File: config.mk
export PLATFORM = sky130hd
export DESIGN_NAME = bp_be_sys_arbiter
export DESIGN_NICKNAME = d
export VERILOG_FILES = /design/src/rtl/bp_be_pkg.sv /design/src/rtl/bp_be_sys_arb_hold.sv /design/src/rtl/bp_be_sys_arbiter.sv
export SDC_FILE = /design/constraint.sdc
export NUM_CORES = 1
export LEC_CHECK = 0
export ABC_AREA = 1
export CORE_AREA = 2 2 241 243
export CTS_BUF_LIST = sky130_fd_sc_hd__clkbuf_8
export DETAILED_ROUTE_END_ITERATION = 10
export DIE_AREA = 0 0 243 245
export PLACE_DENSITY = 0.67
export SLEW_MARGIN = 20
export SYNTH_ARGS = -nofsm -noshare
export SYNTH_HDL_FRONTEND = slang
export SYNTH_HIERARCHICAL = 1
export SYNTH_SLANG_ARGS = --single-unit
File: constraint.sdc
create_clock -name clk_i -period 9.17 [get_ports clk_i]
set_input_delay 1.834 -clock clk_i [delete_from_list [all_inputs] [get_ports clk_i]]
set_output_delay 1.834 -clock clk_i [all_outputs]
set_load 0.03 [all_outputs]
File: src/rtl/bp_be_pkg.sv
// Back-end shared definitions: configuration selector, dispatch packet sizing
// and the system-pipe arbiter FSM state encoding.
package bp_be_pkg;

  typedef enum logic [1:0] {
    e_bp_default_cfg,
    e_bp_unicore_cfg,
    e_bp_multicore_cfg
  } bp_params_e;

  typedef enum logic {
    e_sys_arb_idle,
    e_sys_arb_hold
  } bp_be_sys_arb_state_e;

  // Virtual address width implied by a processor configuration.
  function automatic int bp_vaddr_width(bp_params_e cfg);
    return (cfg == e_bp_multicore_cfg) ? 48 : 39;
  endfunction

  // Dispatch packet: pc + instruction + two source operands + decode flags.
  function automatic int bp_be_dispatch_pkt_width(int vaddr_width);
    return vaddr_width + 32 + 2 * 64 + 4;
  endfunction

endpackage

File: src/rtl/bp_be_sys_arb_hold.sv
// Single-entry valid+payload register for the younger system request.
// Clear has priority over set so a flush can never leave a stale entry.
module bp_be_sys_arb_hold
  import bp_be_pkg::*;
#(
  parameter int width_p = 8
) (
  input  logic               clk_i,
  input  logic               reset_i,
  input  logic               set_i,
  input  logic               clr_i,
  input  logic [width_p-1:0] data_i,
  output logic               v_o,
  output logic [width_p-1:0] data_o
);

  // Capture the held entry; drop it on clear or reset.
  always_ff @(posedge clk_i or posedge reset_i) begin
    if (reset_i) begin
      v_o    <= 1'b0;
      data_o <= '0;
    end else if (clr_i) begin
      v_o    <= 1'b0;
    end else if (set_i) begin
      v_o    <= 1'b1;
      data_o <= data_i;
    end
  end

endmodule

File: src/rtl/bp_be_sys_arbiter.sv
// Two-slot to one-pipe system arbiter. Slot 0 (older) always wins; a
// conflicting slot 1 is held for one cycle and issued next, unless the
// slot-0 op serializes (held op is replayed) or a flush kills it.
// Optional feature macro: BP_BE_SYS_ARB_PERF_EN adds conflict_count_o.
module bp_be_sys_arbiter
  import bp_be_pkg::*;
#(
  parameter bp_params_e bp_params_p     = e_bp_default_cfg,
  parameter int         payload_width_p = bp_be_dispatch_pkt_width(bp_vaddr_width(bp_params_p))
) (
  input  logic                       clk_i,
  input  logic                       reset_i,
  input  logic                       flush_i,
  input  logic [1:0]                 req_v_i,
  input  logic [payload_width_p-1:0] req0_payload_i,
  input  logic [payload_width_p-1:0] req1_payload_i,
  input  logic                       serialize_i,
  output logic                       ready_o,
  output logic                       sys_v_o,
  output logic                       sys_slot_o,
  output logic [payload_width_p-1:0] sys_payload_o,
  output logic                       replay_o
`ifdef BP_BE_SYS_ARB_PERF_EN
  ,
  output logic [31:0]                conflict_count_o
`endif
);

  bp_be_sys_arb_state_e state_r, state_n;

  logic                       accept, both;
  logic                       sys_v_n, sys_slot_n, replay_n;
  logic [payload_width_p-1:0] sys_payload_n;
  logic                       hold_set, hold_clr, hold_v;
  logic [payload_width_p-1:0] hold_data;

  assign ready_o = (state_r == e_sys_arb_idle);
  assign accept  = (|req_v_i) & ready_o & ~flush_i;
  assign both    = accept & (&req_v_i);

  bp_be_sys_arb_hold #(.width_p(payload_width_p)) hold (
    .clk_i   (clk_i),
    .reset_i (reset_i),
    .set_i   (hold_set),
    .clr_i   (hold_clr),
    .data_i  (req1_payload_i),
    .v_o     (hold_v),
    .data_o  (hold_data)
  );

  // Next state and next registered outputs.
  // NOTE: every signal assigned here gets a default first, otherwise paths
  // that skip an assignment would infer latches.
  always_comb begin
    state_n       = state_r;
    sys_v_n       = 1'b0;
    sys_slot_n    = sys_slot_o;
    sys_payload_n = sys_payload_o;
    replay_n      = 1'b0;
    hold_set      = 1'b0;
    hold_clr      = 1'b0;
    if (flush_i) begin
      state_n  = e_sys_arb_idle;
      hold_clr = 1'b1;
    end else begin
      case (state_r)
        e_sys_arb_idle: begin
          if (accept) begin
            sys_v_n       = 1'b1;
            sys_slot_n    = ~req_v_i[0];
            sys_payload_n = req_v_i[0] ? req0_payload_i : req1_payload_i;
            if (both) begin
              hold_set = 1'b1;
              state_n  = e_sys_arb_hold;
            end
          end
        end
        e_sys_arb_hold: begin
          state_n  = e_sys_arb_idle;
          hold_clr = 1'b1;
          if (hold_v && serialize_i) begin
            replay_n = 1'b1;
          end else if (hold_v) begin
            sys_v_n       = 1'b1;
            sys_slot_n    = 1'b1;
            sys_payload_n = hold_data;
          end
        end
        default: state_n = e_sys_arb_idle;
      endcase
    end
  end

  // State and output registers.
  // NOTE: sequential state uses non-blocking assignments so every register
  // samples pre-edge values regardless of statement order.
  always_ff @(posedge clk_i or posedge reset_i) begin
    if (reset_i) begin
      state_r       <= e_sys_arb_idle;
      sys_v_o       <= 1'b0;
      sys_slot_o    <= 1'b0;
      sys_payload_o <= '0;
      replay_o      <= 1'b0;
    end else begin
      state_r       <= state_n;
      sys_v_o       <= sys_v_n;
      sys_slot_o    <= sys_slot_n;
      sys_payload_o <= sys_payload_n;
      replay_o      <= replay_n;
    end
  end

`ifdef BP_BE_SYS_ARB_PERF_EN
  // Saturating count of both-slot acceptances.
  always_ff @(posedge clk_i or posedge reset_i) begin
    if (reset_i) begin
      conflict_count_o <= '0;
    end else if (both && (conflict_count_o != 32'hFFFF_FFFF)) begin
      conflict_count_o <= conflict_count_o + 32'd1;
    end
  end
`endif

endmodule

==> results of run 1 <==
## power by group
group	switching (W)	total [W]	internal, W
logic	0.000914	0.00155	0.000636
clock network	0.000845	0.00178	0.000933
registers	0.000205	0.00236	0.00216
total	0.00196	0.00569	0.00372
## worst min-delay path, stage by stage (launching register included)
cell and delay (ns):
sky130_fd_sc_hd__dfrtp_1 0.34, sky130_fd_sc_hd__nand2_1 0.05, sky130_fd_sc_hd__nand2_1 0.04
## cell usage after synthesis
cell type                     n
sky130_fd_sc_hd__nand2_2      1
sky130_fd_sc_hd__nand2_1   1630
sky130_fd_sc_hd__buf_1        8
sky130_fd_sc_hd__nor2_1       2
sky130_fd_sc_hd__dfrtp_1    411
sky130_fd_sc_hd__clkbuf_1    46
sky130_fd_sc_hd__buf_6       20
sky130_fd_sc_hd__nand2_4      2
sky130_fd_sc_hd__inv_1      410
sky130_fd_sc_hd__nand3_1    610
sky130_fd_sc_hd__buf_4       18
sky130_fd_sc_hd__buf_2      131
sky130_fd_sc_hd__o21ai_4      1
sky130_fd_sc_hd__and3_1       1
sky130_fd_sc_hd__nor2_2       2
sky130_fd_sc_hd__inv_2        2
sky130_fd_sc_hd__clkinv_1     1
## logic make-up (layout without fill, tap and decap cells)
logic type             count (synthesis)  count (layout)  synth area share, %
AND/OR/NAND/NOR                     2248            2248                 41.4
buffers and inverters                636            1192                 12.4
flip-flops                           411             411                 46.1
AO/OA/AOI/OAI                          1               1               0.0730
other                                  0              12                    0
## state kept, by name, summed over array words and instances, names as in the netlist
signal and cells:
hold/data_o 203, hold/v_o 1, replay_o 1, state_r 1, sys_payload_o 203, sys_slot_o 1, sys_v_o 1
## layer usage
layer  part of all wire, %  wire length (um)  GRT usage (%)
met3                   7.8              6530           6.41
met1                    42             35200           36.7
met4                   3.3              2750           11.0
met2                    47             38900           43.5
met5                 0.081                68              0
## area by class of cell
cell class,count,area (sq um)
fill,5745,27000
sequential,411,10300
multi-input combinational,2249,9280
timing repair buffer,640,6380
inverter,413,1580
clock buffer,94,1290
tap,765,957
clock inverter,45,221
antenna,12,30.0
## through the flow
step / worst slack [ns] / instance area, sq um / hold slack, ns / std cells
2_1_floorplan: 1.68 / 22300 / 0.442 / 3296
3_3_place_gp: 3.88 / 28500 / 0.453 / 4478
3_5_place_dp: 3.85 / 28500 / 0.458 / 4478
4_1_cts: 4.54 / 30000 / 0.472 / 4617
5_1_grt: 4.32 / 30000 / 0.483 / 4626
6_report: 4.46 / 30000 / 0.469 / 4629
## worst paths after layout
path | from | to | slack (ns) | depth (start not counted)
max in group asynchronous | reset_i | hold/data_o[44] | 5.87 | 3
max reg2reg | state_r | sys_payload_o[188] | 5.05 | 7
min in group asynchronous | reset_i | sys_payload_o[137] | 1.81 | 2
min reg2reg | hold/data_o[42] | hold/data_o[42] | 0.47 | 2
max | flush_i | sys_payload_o[188] | 4.46 | 8
min | hold/data_o[42] | hold/data_o[42] | 0.47 | 2
==> impl_table.tex, run 1 <==
\begin{tabular}{lr}
\hline
Metric & Value \\
\hline
\multicolumn{2}{l}{\textbf{Status}} \\
\quad Outcome & finished, final reports clean \\
\multicolumn{2}{l}{\textbf{Route}} \\
\quad Antenna viol nets, final & 0 \\
\quad Wire length per cell after detailed routing & 18.0 um \\
\quad DRC viols & 0 \\
\quad Via count & roughly 23000 \\
\quad First DRT Iteration DRCs & 1834 \\
\quad Drt pass-1 iters & 6 \\
\quad Vias per cell & 4.92 \\
\quad Aggregate routed wire length & between 80 and 90 mm \\
\multicolumn{2}{l}{\textbf{Power}} \\
\quad Static leakage power & 16.7 nW \\
\quad Largest voltage drop on the vdd net & roughly 110 uV \\
\quad Post-route total power & $\sim$0.0057 W \\
\quad Cell Pwr Density & 189 mW/mm\^{}2 \\
\multicolumn{2}{l}{\textbf{Global routing}} \\
\quad Overall fraction of global-route tracks in use & 27.6\% \\
\quad Total grt overflow & 0 \\
\quad Antenna violations before repair & 17 \\
\quad Largest net degree at the start of global routing & 206 \\
\quad First-pass GRT wire length & 129 mm \\
\quad Number of global-route vias before repair & 21800 \\
\multicolumn{2}{l}{\textbf{Clock network}} \\
\quad Buffer cell driving the clock tree root & sky130\_fd\_sc\_hd\_\_clkbuf\_8 \\
\quad Clock latency reported for the late side of the worst-skew pair & roughly 0.67 ns \\
\quad Post-CTS Hold Fix Bufs & 0 \\
\quad Clock-pin slew reported for the worst setup and hold paths after clock tree synthesis & approximately 0.050 ns \\
\quad Clock tree sinks & 411 \\
\quad Post-cts resize count & 0 \\
\quad TritonCTS clock tree & built \\
\quad Inserted Clock Buffers & between 70 and 80 \\
\quad Clock tree buffer depth & 3 \\
\quad Postcts setup bufs & 0 \\
\quad Number of levels the H-tree was split into & 3 \\
\multicolumn{2}{l}{\textbf{Timing}} \\
\quad Tcrit/Tclk final & 51.4\% \\
\quad Max\_slew headroom & 24.6\% \\
\quad Endpoints failing hold & 0 \\
\quad Min cycle time layout & 4.71 ns \\
\quad Setup violators final & 0 \\
\quad Setup TNS & 0 ns \\
\quad Final slew viol count & 0 \\
\quad Setup repair after global routing missed its margin & false \\
\quad Peak Freq & 212 MHz \\
\quad Clk\_skew & 0.0335 ns \\
\quad Transition time at the pin with the least slew margin & 1.13 ns \\
\multicolumn{2}{l}{\textbf{Critical path}} \\
\quad Slowest stage cell on the critical path & sky130\_fd\_sc\_hd\_\_nand2\_8 \\
\quad CP cell instances & clkdlybuf4s50\_1 > nor2\_2 > o21ai\_4 > buf\_12 > nand2\_8 > buf\_4 > nand2\_1 > nand2\_1 \\
\quad Data required time at the worst endpoint & slightly below 10 ns \\
\quad Most frequent cell on the critical path & sky130\_fd\_sc\_hd\_\_nand2\_1 \\
\quad Count of buffering cells on the critical path with inverters included & 3 \\
\quad Largest incremental delay on the critical path & 0.78 ns \\
\quad Element type at the critical path end & flop \\
\quad Critical Path Fanout Max & 205 \\
\quad Arrival @ worst endpoint & 5.24 ns \\
\quad Worst path top cell family by delay & buffers and inverters \\
\quad Sort of element at the start of the critical path & input pin \\
\quad Type of the worst setup path & in2reg \\
\multicolumn{2}{l}{\textbf{Placed design}} \\
\quad Total of buffers placed on input and output ports & 618 \\
\quad Final weighted congestion of routability-driven global placement & 0.866 \\
\quad Final HPWL from detailed placement & 50.7 mm \\
\multicolumn{2}{l}{\textbf{Die}} \\
\quad \# rows & 88 \\
\quad Boundary Pins & 619 \\
\quad Area of the die & slightly below 0.06 sq mm \\
\quad Die boundary width & between 200 and 250 um \\
\quad Die boundary height & 245 um \\
\quad Core Region & approximately 0.057 sq mm \\
\quad Initial cell density of the core & 39.1\% \\
\multicolumn{2}{l}{\textbf{Layout}} \\
\quad Commonest non-fill, non-tap cells in the layout & sky130\_fd\_sc\_hd\_\_nand2\_1 (1630), sky130\_fd\_sc\_hd\_\_clkdlybuf4s50\_1 (617), sky130\_fd\_sc\_hd\_\_nand3\_1 (610) \\
\quad Fin util & approximately 53\% \\
\quad Commonest non-fill, non-tap cell in the layout & sky130\_fd\_sc\_hd\_\_nand2\_1 \\
\quad Number of nets in the layout & 4204 \\
\quad Synthesis-to-finish area growth & 34.7\% \\
\quad Fraction of final layout cells with drive strength greater than 1 & 3.84\% \\
\multicolumn{2}{l}{\textbf{Synthesis}} \\
\quad Post-synth net total & 3708 \\
\quad Leading post-synthesis cells by cell area & sky130\_fd\_sc\_hd\_\_dfrtp\_1 (46\%), sky130\_fd\_sc\_hd\_\_nand2\_1 (27\%), sky130\_fd\_sc\_hd\_\_nand3\_1 (14\%), sky130\_fd\_sc\_hd\_\_inv\_1 (6.9\%), sky130\_fd\_sc\_hd\_\_buf\_2 (2.9\%) \\
\quad Synthesis warning total & 6 \\
\quad Part of the Yosys area used for sequential elements & 46.1\% \\
\quad Average instance area after synthesis & 6.76 sq um \\
\quad Proportion of netlist area held by the largest area contributor & 46.1\% \\
\quad Cell count after synthesis & 3296 \\
\quad Number of distinct library cell variants in the gate-level netlist after synthesis & 17 \\
\quad Flip-flop and latch count after synthesis & roughly 400 \\
\quad Library cell occupying the most area in the post-synthesis netlist & sky130\_fd\_sc\_hd\_\_dfrtp\_1 \\
\quad Synth Cell Area & 0.0223 sq mm \\
\multicolumn{2}{l}{\textbf{Min path}} \\
\quad Worst min-delay path category & reg2reg \\
\multicolumn{2}{l}{\textbf{Flow run}} \\
\quad Max-cap violation count & 0 \\
\hline
\end{tabular}
Power figures use the tool's default switching activity.
==> inputs of run 2 (changes only) <==
--- a/config.mk
+++ b/config.mk
@@ -6,11 +6,11 @@
 export NUM_CORES = 1
 export LEC_CHECK = 0
 export ABC_AREA = 1
-export CORE_AREA = 2 2 241 243
+export CORE_AREA = 2 2 240 242
 export CTS_BUF_LIST = sky130_fd_sc_hd__clkbuf_8
 export DETAILED_ROUTE_END_ITERATION = 10
-export DIE_AREA = 0 0 243 245
-export PLACE_DENSITY = 0.67
+export DIE_AREA = 0 0 242 244
+export PLACE_DENSITY = 0.71
 export SLEW_MARGIN = 20
 export SYNTH_ARGS = -nofsm -noshare
 export SYNTH_HDL_FRONTEND = slang
==> constraint.sdc (replaced) <==
create_clock -name clk_i -period 4.3 [get_ports clk_i]
set_input_delay 0.86 -clock clk_i [delete_from_list [all_inputs] [get_ports clk_i]]
set_output_delay 0.86 -clock clk_i [all_outputs]
set_load 0.03 [all_outputs]
==> impl_table.tex, run 2 (synthesized netlist as in run 1, its figures left out) <==
\begin{tabular}{lr}
\hline
Metric & Value \\
\hline
\multicolumn{2}{l}{\textbf{Clock network}} \\
\quad Clock-pin slew reported for the worst setup and hold paths after clock tree synthesis & 0.06 ns \\
\quad Clock latency reported for the late side of the worst-skew pair & 0.66 ns \\
\quad TritonCTS clock tree & built \\
\quad Post-cts resize count & 0 \\
\quad Clock tree sinks & 411 \\
\quad Inserted Clock Buffers & 77 \\
\quad Number of levels the H-tree was split into & 3 \\
\quad Clock tree buffer depth & 3 \\
\quad Postcts setup bufs & 0 \\
\quad Buffer cell driving the clock tree root & sky130\_fd\_sc\_hd\_\_clkbuf\_8 \\
\quad Post-CTS Hold Fix Bufs & 0 \\
\multicolumn{2}{l}{\textbf{Power}} \\
\quad Clock power share & 31.5\% \\
\quad Proportion of power drawn by flip-flops and latches & between 40\% and 50\% \\
\quad Internal Pwr Total & between 0.008 and 0.009 W \\
\quad Cell Pwr Density & between 400 and 500 mW/mm\^{}2 \\
\quad Switching power share of the total & between 30\% and 40\% \\
\quad Static leakage power & roughly 17 nW \\
\quad Largest voltage drop on the vdd net & around 250 uV \\
\quad Switching power total & 0.00412 W \\
\quad Logic pwr share & approximately 27\% \\
\multicolumn{2}{l}{\textbf{Timing}} \\
\quad Final slew viol count & 0 \\
\quad Clk\_skew & $\sim$0.032 ns \\
\quad Peak Freq & roughly 290 MHz \\
\quad Max\_slew headroom & 23.7\% \\
\quad Setup TNS & 0 ns \\
\quad Transition time at the pin with the least slew margin & 1.14 ns \\
\quad Min cycle time layout & 3.46 ns \\
\quad Setup violators final & 0 \\
\quad Tcrit/Tclk final & between 80\% and 90\% \\
\quad Setup repair after global routing missed its margin & false \\
\quad Endpoints failing hold & 0 \\
\multicolumn{2}{l}{\textbf{Critical path}} \\
\quad Worst Reg2Reg Path Length in Cells & 7 \\
\quad Type of the worst setup path & reg2out \\
\quad Worst reg2reg endpoint & sys\_payload\_o[0] \\
\quad Critical Path Fanout Max & 65 \\
\quad Element type at the critical path end & output pin \\
\quad Worst r2r src & state\_r \\
\quad Arrival @ worst endpoint & 2.60 ns \\
\quad Sort of element at the start of the critical path & flop \\
\quad Reg2reg setup slack & 1.23 ns \\
\quad Data required time at the worst endpoint & 3.44 ns \\
\multicolumn{2}{l}{\textbf{Die}} \\
\quad \# rows & 87 \\
\quad Die boundary width & 242 um \\
\quad Boundary Pins & 619 \\
\quad Die boundary height & 244 um \\
\quad Initial cell density of the core & between 30\% and 40\% \\
\quad Core Region & 0.0562 sq mm \\
\quad Area of the die & between 0.05 and 0.06 sq mm \\
\multicolumn{2}{l}{\textbf{Min path}} \\
\quad Number of cells on the worst hold path & 2 \\
\quad Worst min-delay path category & reg2reg \\
\quad Start point of the worst hold path & hold/data\_o[0] \\
\quad Sink of the worst hold path & hold/data\_o[0] \\
\multicolumn{2}{l}{\textbf{Layout}} \\
\quad Fin util & 53.8\% \\
\quad Largest registers in the final layout & hold/data\_o x203, sys\_payload\_o x203 \\
\quad Commonest non-fill, non-tap cells in the layout & sky130\_fd\_sc\_hd\_\_nand2\_1 (1630), sky130\_fd\_sc\_hd\_\_clkdlybuf4s50\_1 (617), sky130\_fd\_sc\_hd\_\_nand3\_1 (610) \\
\quad Synthesis-to-finish area growth & 35.7\% \\
\quad Fraction of final layout cells with drive strength greater than 1 & 4.05\% \\
\quad Number of nets in the layout & 4212 \\
\quad Commonest non-fill, non-tap cell in the layout & sky130\_fd\_sc\_hd\_\_nand2\_1 \\
\multicolumn{2}{l}{\textbf{Route}} \\
\quad Antenna viol nets, final & 0 \\
\quad Vias per cell & 4.96 \\
\quad Drt pass-1 iters & 5 \\
\quad Aggregate routed wire length & 81.5 mm \\
\quad First DRT Iteration DRCs & 1793 \\
\quad DRC viols & 0 \\
\quad Wire length per cell after detailed routing & about 18 um \\
\quad Via count & 22900 \\
\multicolumn{2}{l}{\textbf{Global routing}} \\
\quad Overall fraction of global-route tracks in use & 27.2\% \\
\quad Met3 usage in global routing & $\sim$5.5\% \\
\quad Most heavily used metal layer in global routing & met2 \\
\quad Antenna violations before repair & 15 \\
\quad Total grt overflow & 0 \\
\quad Largest net degree at the start of global routing & between 200 and 250 \\
\quad First-pass GRT wire length & 127 mm \\
\quad GR met2 Demand/Resource & 42.2\% \\
\quad Number of global-route vias before repair & $\sim$21000 \\
\quad Met1 usage in global routing & 37.8\% \\
\multicolumn{2}{l}{\textbf{Placed design}} \\
\quad Final HPWL from detailed placement & 50.0 mm \\
\quad Total of buffers placed on input and output ports & 618 \\
\quad Final weighted congestion of routability-driven global placement & 0.893 \\
\multicolumn{2}{l}{\textbf{Status}} \\
\quad Outcome & finished, final reports clean \\
\multicolumn{2}{l}{\textbf{Flow run}} \\
\quad Max-cap violation count & 0 \\
\hline
\end{tabular}
run 2: metal layers:
layer	vias to the layer above	share of wire, %
li1	11000	-
met1	10800	43
met2	1005	46
met3	179	8.3
met4	8	3.3
met5	-	0.071
run 2: power groups by stage:
stage          clock (W)  combinational (W)  sequential [W]
2_1_floorplan          0            0.00124         0.00561
5_1_grt          0.00407            0.00361         0.00512
4_1_cts          0.00391            0.00332         0.00502
6_report         0.00383            0.00331         0.00503
3_5_place_dp           0            0.00331         0.00507
3_3_place_gp           0            0.00326         0.00507
run 2: critical path, stage by stage (launching register included):
cell                              delay (ns)
sky130_fd_sc_hd__dfrtp_4                0.99
sky130_fd_sc_hd__inv_6                  0.26
sky130_fd_sc_hd__clkdlybuf4s50_1        0.68
run 2: final cells by class:
cell class                      count  area (sq um)
Sequential cell                   411         10300
Multi-Input combinational cell   2249          9280
Fill cell                        5456         25900
Tap cell                          756           946
Inverter                          413          1570
Clock buffer                      100          1380
Antenna cell                       12          30.0
Clock inverter                     35           163
Timing Repair Buffer              648          6590
run 2: worst max path at each step:
| stage | start | end | slack (ns) | cells past startpoint |
|---|---|---|---|---|
| after floorplan | reset_i | replay_o | 0.75 | 1 |
| after global placement | req_v_i[0] | hold/data_o[167] | 1.14 | 7 |
| after detailed placement | req_v_i[0] | hold/data_o[162] | 1.11 | 7 |
| after CTS | state_r | ready_o | 0.76 | 2 |
| after global routing | state_r | ready_o | 0.71 | 2 |
| final | state_r | ready_o | 0.84 | 2 |
run 2: metrics by stage:
stage	std cells	worst slack, ns	instance area (sq um)	power, W	hold slack (ns)
final	4624	0.836	30200	0.0122	0.468
after global routing	4620	0.706	30200	0.0128	0.486
after CTS	4612	0.764	30200	0.0123	0.472
after detailed placement	4477	1.11	28700	0.00838	0.458
after global placement	4477	1.14	28700	0.00834	0.453
after floorplan	3296	0.754	22300	0.00685	0.442
